`src/rtl/riscv_ctrl_pkg.sv`:
```
// rtl/riscv_ctrl_pkg.sv - shared state, opcode, ALU and immediate encodings for the multicycle control
package riscv_ctrl_pkg;

    // Multicycle control states; codes 11-15 are unused and recover to FETCH
    typedef enum logic [3:0] {
        S_FETCH    = 4'd0,
        S_DECODE   = 4'd1,
        S_MEMADR   = 4'd2,
        S_MEMREAD  = 4'd3,
        S_MEMWB    = 4'd4,
        S_MEMWRITE = 4'd5,
        S_EXECR    = 4'd6,
        S_EXECI    = 4'd7,
        S_ALUWB    = 4'd8,
        S_BEQ      = 4'd9,
        S_JAL      = 4'd10
    } state_t;

    // Internal ALU operation class handed from the FSM to the ALU decoder
    localparam logic [1:0] ALUOP_ADD  = 2'b00;
    localparam logic [1:0] ALUOP_SUB  = 2'b01;
    localparam logic [1:0] ALUOP_FUNC = 2'b10;

    // Supported opcodes
    localparam logic [6:0] OP_LW    = 7'b0000011;
    localparam logic [6:0] OP_SW    = 7'b0100011;
    localparam logic [6:0] OP_RTYPE = 7'b0110011;
    localparam logic [6:0] OP_ITYPE = 7'b0010011;
    localparam logic [6:0] OP_BEQ   = 7'b1100011;
    localparam logic [6:0] OP_JAL   = 7'b1101111;

    // ALU control codes
    localparam logic [2:0] ALU_ADD = 3'b000;
    localparam logic [2:0] ALU_SUB = 3'b001;
    localparam logic [2:0] ALU_AND = 3'b010;
    localparam logic [2:0] ALU_OR  = 3'b011;
    localparam logic [2:0] ALU_SLT = 3'b101;

    // Immediate formats for the sign extender
    localparam logic [1:0] IMM_I = 2'b00;
    localparam logic [1:0] IMM_S = 2'b01;
    localparam logic [1:0] IMM_B = 2'b10;
    localparam logic [1:0] IMM_J = 2'b11;

    // Immediate format depends only on the opcode, so it is valid in every state
    function automatic logic [1:0] imm_src_of(input logic [6:0] op);
        case (op)
            OP_SW:   imm_src_of = IMM_S;
            OP_BEQ:  imm_src_of = IMM_B;
            OP_JAL:  imm_src_of = IMM_J;
            default: imm_src_of = IMM_I;
        endcase
    endfunction

endpackage

```
`src/rtl/alu_decoder.sv`:
```
// rtl/alu_decoder.sv - maps ALU op class and instruction fields to an ALU control code
module alu_decoder
    import riscv_ctrl_pkg::*;
(
    input  logic [1:0] i_alu_op,
    input  logic [2:0] i_funct3,
    input  logic       i_funct7b5,
    input  logic       i_op5,
    output logic [2:0] o_alu_control
);

    // Subtract only for R-type (op[5]=1) with funct7b5; addi ignores funct7b5
    logic w_rtype_sub;
    assign w_rtype_sub = i_op5 & i_funct7b5;

    // Decode the ALU operation from the op class and, for func, from funct3
    always_comb begin
        o_alu_control = ALU_ADD;
        if (i_alu_op == ALUOP_SUB) begin
            o_alu_control = ALU_SUB;
        end else if (i_alu_op == ALUOP_FUNC) begin
            case (i_funct3)
                3'b000:  o_alu_control = w_rtype_sub ? ALU_SUB : ALU_ADD;
                3'b010:  o_alu_control = ALU_SLT;
                3'b110:  o_alu_control = ALU_OR;
                3'b111:  o_alu_control = ALU_AND;
                default: o_alu_control = ALU_ADD;
            endcase
        end
    end

endmodule

```
`src/rtl/mc_control_fsm.sv`:
```
// rtl/mc_control_fsm.sv - multicycle RISC-V control FSM with Moore output decode
module mc_control_fsm
    import riscv_ctrl_pkg::*;
(
    input  logic       clk,
    input  logic       rst_n,
    input  logic [6:0] op,
    input  logic [2:0] funct3,
    input  logic       funct7b5,
    input  logic       zero,
    input  logic       memReady,
    output logic       pcWrite,
    output logic       adrSrc,
    output logic       irWrite,
    output logic       memWrite,
    output logic       regWrite,
    output logic [1:0] resultSrc,
    output logic [1:0] aluSrcA,
    output logic [1:0] aluSrcB,
    output logic [1:0] immSrc,
    output logic [2:0] aluControl,
    output logic       illegalOp,
    output logic [3:0] state
);

    state_t     r_state;
    logic [1:0] w_alu_op;
    logic       w_pc_write;
    logic       w_ir_write;
    logic       w_mem_write;
    logic       w_reg_write;
    logic       w_illegal;

    // State register; reset aborts any instruction in flight and parks in FETCH
    always_ff @(posedge clk or negedge rst_n) begin
        if (!rst_n) begin
            r_state <= S_FETCH;
        end else begin
            case (r_state)
                S_FETCH:    r_state <= memReady ? S_DECODE : S_FETCH;
                S_DECODE: begin
                    case (op)
                        OP_LW, OP_SW: r_state <= S_MEMADR;
                        OP_RTYPE:     r_state <= S_EXECR;
                        OP_ITYPE:     r_state <= S_EXECI;
                        OP_BEQ:       r_state <= S_BEQ;
                        OP_JAL:       r_state <= S_JAL;
                        default:      r_state <= S_FETCH;
                    endcase
                end
                S_MEMADR: begin
                    if (op == OP_LW)      r_state <= S_MEMREAD;
                    else if (op == OP_SW) r_state <= S_MEMWRITE;
                    else                  r_state <= S_FETCH;
                end
                S_MEMREAD:  r_state <= memReady ? S_MEMWB : S_MEMREAD;
                S_MEMWRITE: r_state <= memReady ? S_FETCH : S_MEMWRITE;
                S_EXECR:    r_state <= S_ALUWB;
                S_EXECI:    r_state <= S_ALUWB;
                default:    r_state <= S_FETCH;
            endcase
        end
    end

    // Moore decode of the current state; only FETCH and BEQ strobes look at inputs
    always_comb begin
        w_pc_write  = 1'b0;
        w_ir_write  = 1'b0;
        w_mem_write = 1'b0;
        w_reg_write = 1'b0;
        w_illegal   = 1'b0;
        adrSrc      = 1'b0;
        resultSrc   = 2'b00;
        aluSrcA     = 2'b00;
        aluSrcB     = 2'b00;
        w_alu_op    = ALUOP_ADD;
        case (r_state)
            S_FETCH: begin
                aluSrcB    = 2'b10;
                resultSrc  = 2'b10;
                w_ir_write = memReady;
                w_pc_write = memReady;
            end
            S_DECODE: begin
                aluSrcA   = 2'b01;
                aluSrcB   = 2'b01;
                w_illegal = !(op == OP_LW || op == OP_SW || op == OP_RTYPE ||
                              op == OP_ITYPE || op == OP_BEQ || op == OP_JAL);
            end
            S_MEMADR: begin
                aluSrcA = 2'b10;
                aluSrcB = 2'b01;
            end
            S_MEMREAD: begin
                adrSrc = 1'b1;
            end
            S_MEMWB: begin
                resultSrc   = 2'b01;
                w_reg_write = 1'b1;
            end
            S_MEMWRITE: begin
                adrSrc      = 1'b1;
                w_mem_write = 1'b1;
            end
            S_EXECR: begin
                aluSrcA  = 2'b10;
                w_alu_op = ALUOP_FUNC;
            end
            S_EXECI: begin
                aluSrcA  = 2'b10;
                aluSrcB  = 2'b01;
                w_alu_op = ALUOP_FUNC;
            end
            S_ALUWB: begin
                w_reg_write = 1'b1;
            end
            S_BEQ: begin
                aluSrcA    = 2'b10;
                w_alu_op   = ALUOP_SUB;
                w_pc_write = zero;
            end
            S_JAL: begin
                aluSrcA    = 2'b01;
                aluSrcB    = 2'b10;
                w_pc_write = 1'b1;
            end
            default: begin
            end
        endcase
    end

    // Strobes are suppressed while reset is held, even though FETCH follows memReady
    assign pcWrite   = w_pc_write  & rst_n;
    assign irWrite   = w_ir_write  & rst_n;
    assign memWrite  = w_mem_write & rst_n;
    assign regWrite  = w_reg_write & rst_n;
    assign illegalOp = w_illegal   & rst_n;
    assign immSrc    = imm_src_of(op);
    assign state     = r_state;

    alu_decoder u_alu_decoder (
        .i_alu_op      (w_alu_op),
        .i_funct3      (funct3),
        .i_funct7b5    (funct7b5),
        .i_op5         (op[5]),
        .o_alu_control (aluControl)
    );

endmodule

```
`config.mk`:
```
export PLATFORM = sky130hd
export DESIGN_NAME = mc_control_fsm
export DESIGN_NICKNAME = d
export VERILOG_FILES = /design/src/rtl/riscv_ctrl_pkg.sv /design/src/rtl/alu_decoder.sv /design/src/rtl/mc_control_fsm.sv
export SDC_FILE = /design/constraint.sdc
export NUM_CORES = 1
export LEC_CHECK = 0
export BUFFER_PORTS_ARGS = -buffer_cell sky130_fd_sc_hd__buf_4
export CAP_MARGIN = 15
export CORE_MARGIN = 1.5
export CORE_UTILIZATION = 37
export CTS_CLUSTER_DIAMETER = 50
export CTS_CLUSTER_SIZE = 12
export DETAILED_ROUTE_END_ITERATION = 16
export PLACE_DENSITY = 0.73
export SYNTH_ARGS = -nofsm -noshare
export SYNTH_HDL_FRONTEND = slang
export SYNTH_SLANG_ARGS = --single-unit
```
`constraint.sdc`:
```
create_clock -name clk -period 1.45 [get_ports clk]
set_input_delay 0.29 -clock clk [delete_from_list [all_inputs] [get_ports clk]]
set_output_delay 0.29 -clock clk [all_outputs]
set_load 0.02 [all_outputs]
```
======== Word-level counts from Yosys, hierarchy flattened ========
Cells that the tools add are included.
storage, ports and cells
  output and inout bits ................... 21
  register bits ........................... 4
  input port bits ......................... 15
  word-level logic and storage cells ...... 66
cells by class
  muxes and demuxes ....................... 22
  reduce and logical (&&, ||, !) cells .... 16
  eq/ne operators ......................... 21
  bitwise operators ....................... 6
operators with widths
  kind                                                  number
  one-hot mux 4 bit (6 select lines)                    1
  one-hot mux 4 bit (5 select lines)                    1
  two-way mux 3 bit                                     6
  equality test 4 x 3 -> 1 bit (second input constant)  4
  one-hot mux 2 bit (2 select lines)                    4
  equality test 7 x 6 -> 1 bit (second input constant)  2
  equality test 7 bit (second input constant)           2
  equality test 4 bit (second input constant)           3
  one-hot mux 3 bit (4 select lines)                    1
  OR reduction 2 bit                                    6
  equality test 4 x 2 -> 1 bit (second input constant)  2
  equality test 7 x 2 -> 1 bit (second input constant)  1
  equality test 7 x 5 -> 1 bit (second input constant)  1
  two-way mux 1 bit                                     7
  AND 1 bit                                             6
  equality test 3 bit (second input constant)           2
  one-hot mux 2 bit (3 select lines)                    1
  logical OR 1 bit                                      5
  equality test 4 x 1 -> 1 bit (second input constant)  1
  zero test 4 bit                                       1
  OR reduction 4 bit                                    1
  equality test 3 x 2 -> 1 bit (second input constant)  1
  zero test 3 bit                                       1
  one-hot mux 1 bit (3 select lines)                    1
  other kinds (4)                                       4

======== Logic depth before layout (Yosys ltp) ========
Gate-level depths: netlist of the first run.
  word-level depth ........................ 9
  depth in mapped cells ................... 4
  mapped depth without buffers ............ 3

======== Modules after synthesis ========
Synthesis of the first run repeated with hierarchy kept, for this count alone.
second synthesis, totals
  cell total of the unflattened synthesis .. 87
  area total of the unflattened synthesis .. 624.3 µm²
modules (own cells, without submodules)
  module          times used  area each (µm²)  cells each  sequential area each (µm²)
  mc_control_fsm  1           566.8            78          100.1
  alu_decoder     1           57.6             9           0.0

======== Least setup slack after synthesis of the first run ========
No wires, ideal clock.
  path type ............................... flip-flop to output port
  from .................................... register r_state[2], in the netlist state[2]
  to ...................................... output port irWrite
  path slack .............................. -452 ps
  stages on the path, launching flop included .. 4
  arrival time ............................ 1,612 ps
  required time ........................... 1,160 ps
  path buffers ............................ 0
  cell sequence ........................... dfrtp_1 -> or2_1 -> nor3_1 -> and3_1
between the ends
  word-level cells in the longest chain between the ends .. 3
RTL lines
  what                    RTL line               source
  from (decl)             mc_control_fsm.sv:26   state_t r_state;
  from (signal assigned)  mc_control_fsm.sv:40   S_FETCH: r_state <= memReady ? S_DECODE : S_FETCH;
  from (signal assigned)  mc_control_fsm.sv:56   S_MEMREAD: r_state <= memReady ? S_MEMWB : S_MEMREAD;
  from (signal assigned)  mc_control_fsm.sv:57   S_MEMWRITE: r_state <= memReady ? S_FETCH : S_MEMWRITE;
  zero test 4 bit         mc_control_fsm.sv:77   case (r_state)
  two-way mux 1 bit       mc_control_fsm.sv:77
  AND 1 bit               mc_control_fsm.sv:134  assign irWrite = w_ir_write & rst_n;
  to (decl)               mc_control_fsm.sv:14   output logic irWrite,
No other way between the ends.

======== Final worst setup path of the first run ========
  from .................................... register r_state[3], in the netlist state[3]
  to ...................................... output port aluControl[2]
between the ends
  word-level cells in the longest chain between the ends .. 6
  elaborated cells between the ends (all ways) .. 9
  those cells by class .................... eq/ne (5); mux (3); reduce/logical (1)
RTL lines
  what                                  RTL line              source
  equality test 4 x 3 -> 1 bit          mc_control_fsm.sv:77
  OR reduction 2 bit (no source line)   --
  one-hot mux 2 bit (2 select lines) *  mc_control_fsm.sv:77
  equality test 2 bit                   alu_decoder.sv:21     end else if (i_alu_op == ALUOP_FUNC) begin
  two-way mux 3 bit                     alu_decoder.sv:21
  two-way mux 3 bit *                   alu_decoder.sv:19     if (i_alu_op == ALUOP_SUB) begin
  to (decl)                             mc_control_fsm.sv:21  output logic [2:0] aluControl,
Every way passes the cells marked *; elsewhere a longest branch is shown, timed or not.

==> results.json, run 1 <==
{
  "worst_pin_slew_ns": 0.264,
  "drive_above_1_share_pct": 69.1,
  "clock-sinks": 4,
  "async_flop_share_pct": 100,
  "fmax_ghz": 0.567,
  "io_buffer_count": 35,
  "timing.slew.headroom_pct": 82.3,
  "ff2ff_path_depth": 4,
  "synth.avg_cell_area_sq_um": 7.54,
  "ys_warn_count": 0,
  "grt_max_degree": 9,
  "skew_ns": 0.0120,
  "wl_met2_um": 1440,
  "wire_per_inst_um": 16.0,
  "hold_ws_ns": 0.440,
  "final_design_area_no_fill_sq_um": 1280,
  "ys_top_cells_by_area": "dfrtp_1, nor2_1, nor3b_1, xnor2_1, and2b_1",
  "crit_fanout": 5,
  "dr.max_layer_used": "met4",
  "drt-total-wl_um": 2470,
  "status": "finished with violations",
  "root_buffer": "clkbuf_4",
  "violations": "negative setup slack",
  "grt_pass1_vias": 846,
  "arrival_ns": 1.47,
  "netlist_top_cells_count": "nor2_1, nand2_1, dfrtp_1, nor3_1, nor3b_1",
  "synth_area_sq_um": 581,
  "die-width_um": 42.6,
  "syn_inst": 77,
  "reg2reg_to": "state[0]",
  "ys.flop_type": "dfrtp_1",
  "power_density_nw_per_um2": 430,
  "startpoint_type": "register",
  "yosysUniqueCellTypes": 39,
  "p_leak_nw": 0.600,
  "synth-edff-count": 0,
  "rsz0062_at_grt": "yes",
  "yosysMostFrequentCell": "nor2_1",
  "cts_max_level": 1,
  "place_ws_ns": -0.0645,
  "dpl.hpwl_um": 1630,
  "core_area_sq_um": 1490,
  "min_path_cells": 4,
  "antenna_cells": 0,
  "tns_ns": -3.64,
  "wl_met3_um": 112,
  "nNetsFinal": 156,
  "ys_seq_elements": 4,
  "fin_crit_ns": 1.76,
  "drt-vias-per-instance": 5.68,
  "numCtsBuffers": 3,
  "finalCritPeriodShare_pct": 122,
  "ioPinCount": 36,
  "largest_reg_flops": 4,
  "synth_top_area_share_pct": 17.2,
  "clk_latency_ns": 0.25,
  "hold_viol_final": 0,
  "route.detailed.drc": 0,
  "drtPass1Iterations": 4,
  "finalPower_mw": 0.551,
  "hold_class": "in -> reg",
  "vias": 880,
  "track_usage_pct": 26.6,
  "fin_ws_ns": -0.313,
  "clk_pin_slew_ns": 0.05,
  "grt_pass1_wl_um": 3700,
  "ant_nets": 0,
  "antenna_found_initial": 0,
  "final-max-slew-violation-count": 0,
  "setup_viol": 15,
  "clockBufferDepth": 2,
  "die_y_um": 42.6,
  "synth_top_area_cell": "dfrtp_1",
  "crit_type": "reg -> out",
  "required_ns": 1.16,
  "placed_cell_area_sq_um": 1100,
  "cap_violations": 0,
  "ys_seq_area_share_pct": 17.2,
  "vdd_drop_max_uv": 626,
  "cts_tree": "yes",
  "synth_nets": 92,
  "die_area_sq_um": 1820,
  "overflow": 0,
  "holdCritStartpoint": "op[4]",
  "crit_path_end_kind": "output pin",
  "timing.rr.start": "state[2]",
  "holdPathEnd": "state[0]",
  "areaGrowthSynthToFinish_pct": 121,
  "rows": 14,
  "start_util_pct": 39.0,
  "met1Wirelength_um": 892,
  "place.gp.congestion": 0.837,
  "rrSetupSlack_ns": 0.02,
  "drt-initial-drc-count": 8
}
## worst max-delay path by stage
| stage | start | to | slack, ns |
|---|---|---|---|
| after detailed placement | state[1] | pcWrite | -0.06 |
| after global placement | state[1] | illegalOp | -0.04 |
| after floorplan | state[2] | illegalOp | -0.17 |
| after CTS | state[3] | aluControl[2] | -0.29 |
| after global routing | state[3] | aluControl[0] | -0.36 |
| final | state[3] | aluControl[2] | -0.31 |
## repair_timing
item | CTS | global route
gates cloned | 0 | 0
endpoints found under the setup margin | 15 | 18
hold buffers | 1 | 0
setup buffers | 3 | 2
resized for setup | 12 | 15
pin swaps | 1 | 3
hold endpoints to repair | 4 | 0
## critical path, cell delays in order (launching register included)
cell and delay (ns):
dfrtp_2 0.45, and2b_1 0.25, nand2_2 0.09, buf_6 0.13
nor4_4 0.13, buf_4 0.18
## kinds of logic (layout without fill, tap and decap cells)
kind of cell           count (synthesis)  in the layout  share of synthesized area, %
AND/OR/NAND/NOR                       46             46                          48.9
flip-flops                             4              4                          17.2
multiplexers                           2              2                          3.45
XOR/XNOR                               3              3                          4.53
buffers and inverters                  7             69                          6.46
AO/OA/AOI/OAI                         15             15                          19.4
## metrics by stage
stage,instances,utilization [%]
after global routing,155,86.1
after CTS,153,80.9
after floorplan,77,-
final,155,86.1
after global placement,146,74.2
after detailed placement,146,74.2
## metal layers
layer / vias to the layer above / track usage, %
met2: 43 / 50.8
met5: - / 0
li1: 409 / -
met3: 4 / 2.16
met1: 424 / 29.7
met4: 0 / 10.6
## area by class of cell
class	instances	area [sq um]
fill	85	208
tap	16	20.0
clock buffer	3	22.5
timing repair buffer	63	509
inverter	3	11.3
sequential	4	105
multi-input combinational	66	613
## power by group
part	internal (mW)	leakage, nW	switching, mW
sequential	0.116	0.0481	0.00752
combinational	0.146	0.538	0.134
clock	0.0932	0.0138	0.0539
total	0.355	0.600	0.196
## cells in the final DEF (no fill, tap or decap), types with 2 or more instances in the layout
| master | instances |
|---|---|
| inv_1 | 3 |
| nor2_1 | 7 |
| dfrtp_2 | 4 |
| nand2b_4 | 2 |
| nand2_2 | 3 |
| xnor2_1 | 2 |
| nor4b_4 | 2 |
| nand2_1 | 3 |
| and3_1 | 2 |
| nor3b_4 | 2 |
| clkbuf_4 | 3 |
| nor3b_1 | 2 |
| nor3_4 | 2 |
| and2b_2 | 2 |
| a21oi_1 | 2 |
| nor2b_1 | 2 |
| mux2i_1 | 2 |
| buf_4 | 53 |
| buf_6 | 9 |
(Power assumes the default switching activity.)
==> inputs of run 2 (changes only) <==
Settings changed: ABC_CLOCK_PERIOD_IN_PS from default to 1490.
Clock period 1.45 ns to 1.49 ns, I/O delays scaled along.
==> run 2 against run 1 <==
Net effect:
- utilization increased by 0.84 points
- die area is the same
- cell count is 0.65% lower
- routed wire length rose by 5.2%
- the run still ends with negative setup slack left
- largest cell class unchanged
- design area is 0.98% higher
- clock power hardly changed
- critical path type unchanged
- critical path depth is 1 lower
- total power is 2.9% lower
==> results.json, run 2 (same netlist as run 1, synthesis figures left out) <==
{
  "status": "finished with violations",
  "violations": "negative setup slack",
  "cts_tree": "yes",
  "numCtsBuffers": 3,
  "drt-initial-drc-count": 18,
  "hold_class": "in -> reg",
  "die_y_um": 42.6,
  "start_util_pct": 39.0,
  "die_area_sq_um": 1820,
  "nNetsFinal": 155,
  "worst_pin_slew_ns": 0.269,
  "cap_violations": 0,
  "vdd_drop_max_uv": 426,
  "place.gp.congestion": 0.798,
  "clockBufferDepth": 2,
  "rows": 14,
  "p_leak_nw": 0.616,
  "largest_reg_flops": 4,
  "timing.slew.headroom_pct": 82.0,
  "core_area_sq_um": 1490,
  "grt_max_degree": 10,
  "io_buffer_count": 35,
  "crit_path_end_kind": "output pin",
  "wl_met2_um": 1360,
  "power_density_nw_per_um2": 413,
  "crit_type": "reg -> out",
  "overflow": 0,
  "finalPower_mw": 0.535,
  "cts_max_level": 1,
  "vias": 870,
  "track_usage_pct": 29.4,
  "crit_fanout": 5,
  "final_common_cell": "buf_4",
  "clk_pin_slew_ns": 0.04,
  "fin_crit_ns": 1.79,
  "final_cell_mix": "buf_4, buf_6, nor2_1",
  "wire_per_inst_um": 16.9,
  "antenna_cells": 0,
  "p_clk_share_pct": 27.1,
  "final-max-slew-violation-count": 0,
  "ioPinCount": 36,
  "tns_ns": -3.53,
  "clock-sinks": 4,
  "hold_ws_ns": 0.403,
  "dr.max_layer_used": "met4",
  "wl_met3_um": 90,
  "grt_pass1_vias": 934,
  "hold_viol_final": 0,
  "required_ns": 1.19,
  "root_buffer": "clkbuf_4",
  "fmax_ghz": 0.559,
  "antenna_found_initial": 0,
  "p_switching_mw": 0.193,
  "clk_latency_ns": 0.25,
  "rsz0062_at_grt": "yes",
  "die-width_um": 42.6,
  "skew_ns": 0.00314,
  "pwr-share-seq_pct": 23.0,
  "comb_power_share_pct": 49.9,
  "areaGrowthSynthToFinish_pct": 123,
  "setup_viol": 17,
  "startpoint_type": "register",
  "route.detailed.drc": 0,
  "drt-vias-per-instance": 5.65,
  "ant_nets": 0,
  "internal_power_mw": 0.341,
  "fin_ws_ns": -0.298,
  "drtPass1Iterations": 4,
  "met1Wirelength_um": 1080,
  "drt-total-wl_um": 2600,
  "dpl.hpwl_um": 1600,
  "finalCritPeriodShare_pct": 120,
  "drive_above_1_share_pct": 66.7,
  "arrival_ns": 1.49,
  "grt_pass1_wl_um": 4010,
  "p_sw_share_pct": 36.2
}
-- run 2: metrics by stage --
stage	util, %	instances	setup WS (ns)	cell area, sq um
6_report	86.9	154	-0.298	1290
5_1_grt	86.9	154	-0.354	1290
4_1_cts	80.9	153	-0.276	1200
3_5_place_dp	72.2	144	-0.00952	1070
3_3_place_gp	72.2	144	-0.0228	1070
2_1_floorplan	-	77	-0.136	673
-- run 2: path summary, 6_finish.rpt --
| check | from | endpoint | slack, ns | depth (start not counted) |
|---|---|---|---|---|
| worst min-delay path | memReady | state[2] | 0.40 | 3 |
| worst min register to register | state[3] | state[0] | 0.72 | 2 |
| min in group asynchronous | rst_n | state[3] | 0.49 | 2 |
| worst max register to register | state[2] | state[0] | -0.07 | 5 |
| worst max-delay path | state[3] | aluControl[0] | -0.30 | 4 |
| max in group asynchronous | rst_n | state[1] | 0.79 | 2 |
-- run 2: power by group through the flow --
| stage | sequential, mW | clock [mW] | combinational, mW |
|---|---|---|---|
| floorplan | 0.122 | 0 | 0.115 |
| global placement | 0.124 | 0 | 0.225 |
| detailed placement | 0.124 | 0 | 0.229 |
| CTS | 0.123 | 0.148 | 0.248 |
| global route | 0.124 | 0.151 | 0.285 |
| finish | 0.123 | 0.145 | 0.267 |
-- run 2: per-layer routing --
metal	GRT usage, %	vias to the layer above
met5	0	-
met3	0.862	9
met4	15.6	0
met2	54.2	32
met1	33.9	420
li1	-	409
-- run 2: final cells by class --
type,count,area [sq um]
Tap cell,16,20.0
Inverter,3,11.3
Fill cell,79,195
Sequential cell,4,105
Timing Repair Buffer,62,517
Multi-Input combinational cell,66,618
Clock buffer,3,22.5
-- run 2: worst max-delay path, cell delays in order (launching register included) --
cell,delay [ns]
dfrtp_2,0.46
and2b_2,0.29
nand2_4,0.09
o32ai_4,0.26
buf_6,0.15
-- run 2: timing repair --
action / CTS / global route
pin swaps: 6 / 4
gates cloned: 0 / 0
gates resized for setup: 15 / 18
endpoints found under the hold margin: 4 / 0
hold buffers: 1 / 0
endpoints found under the setup margin: 15 / 18
buffers inserted: 5 / 1
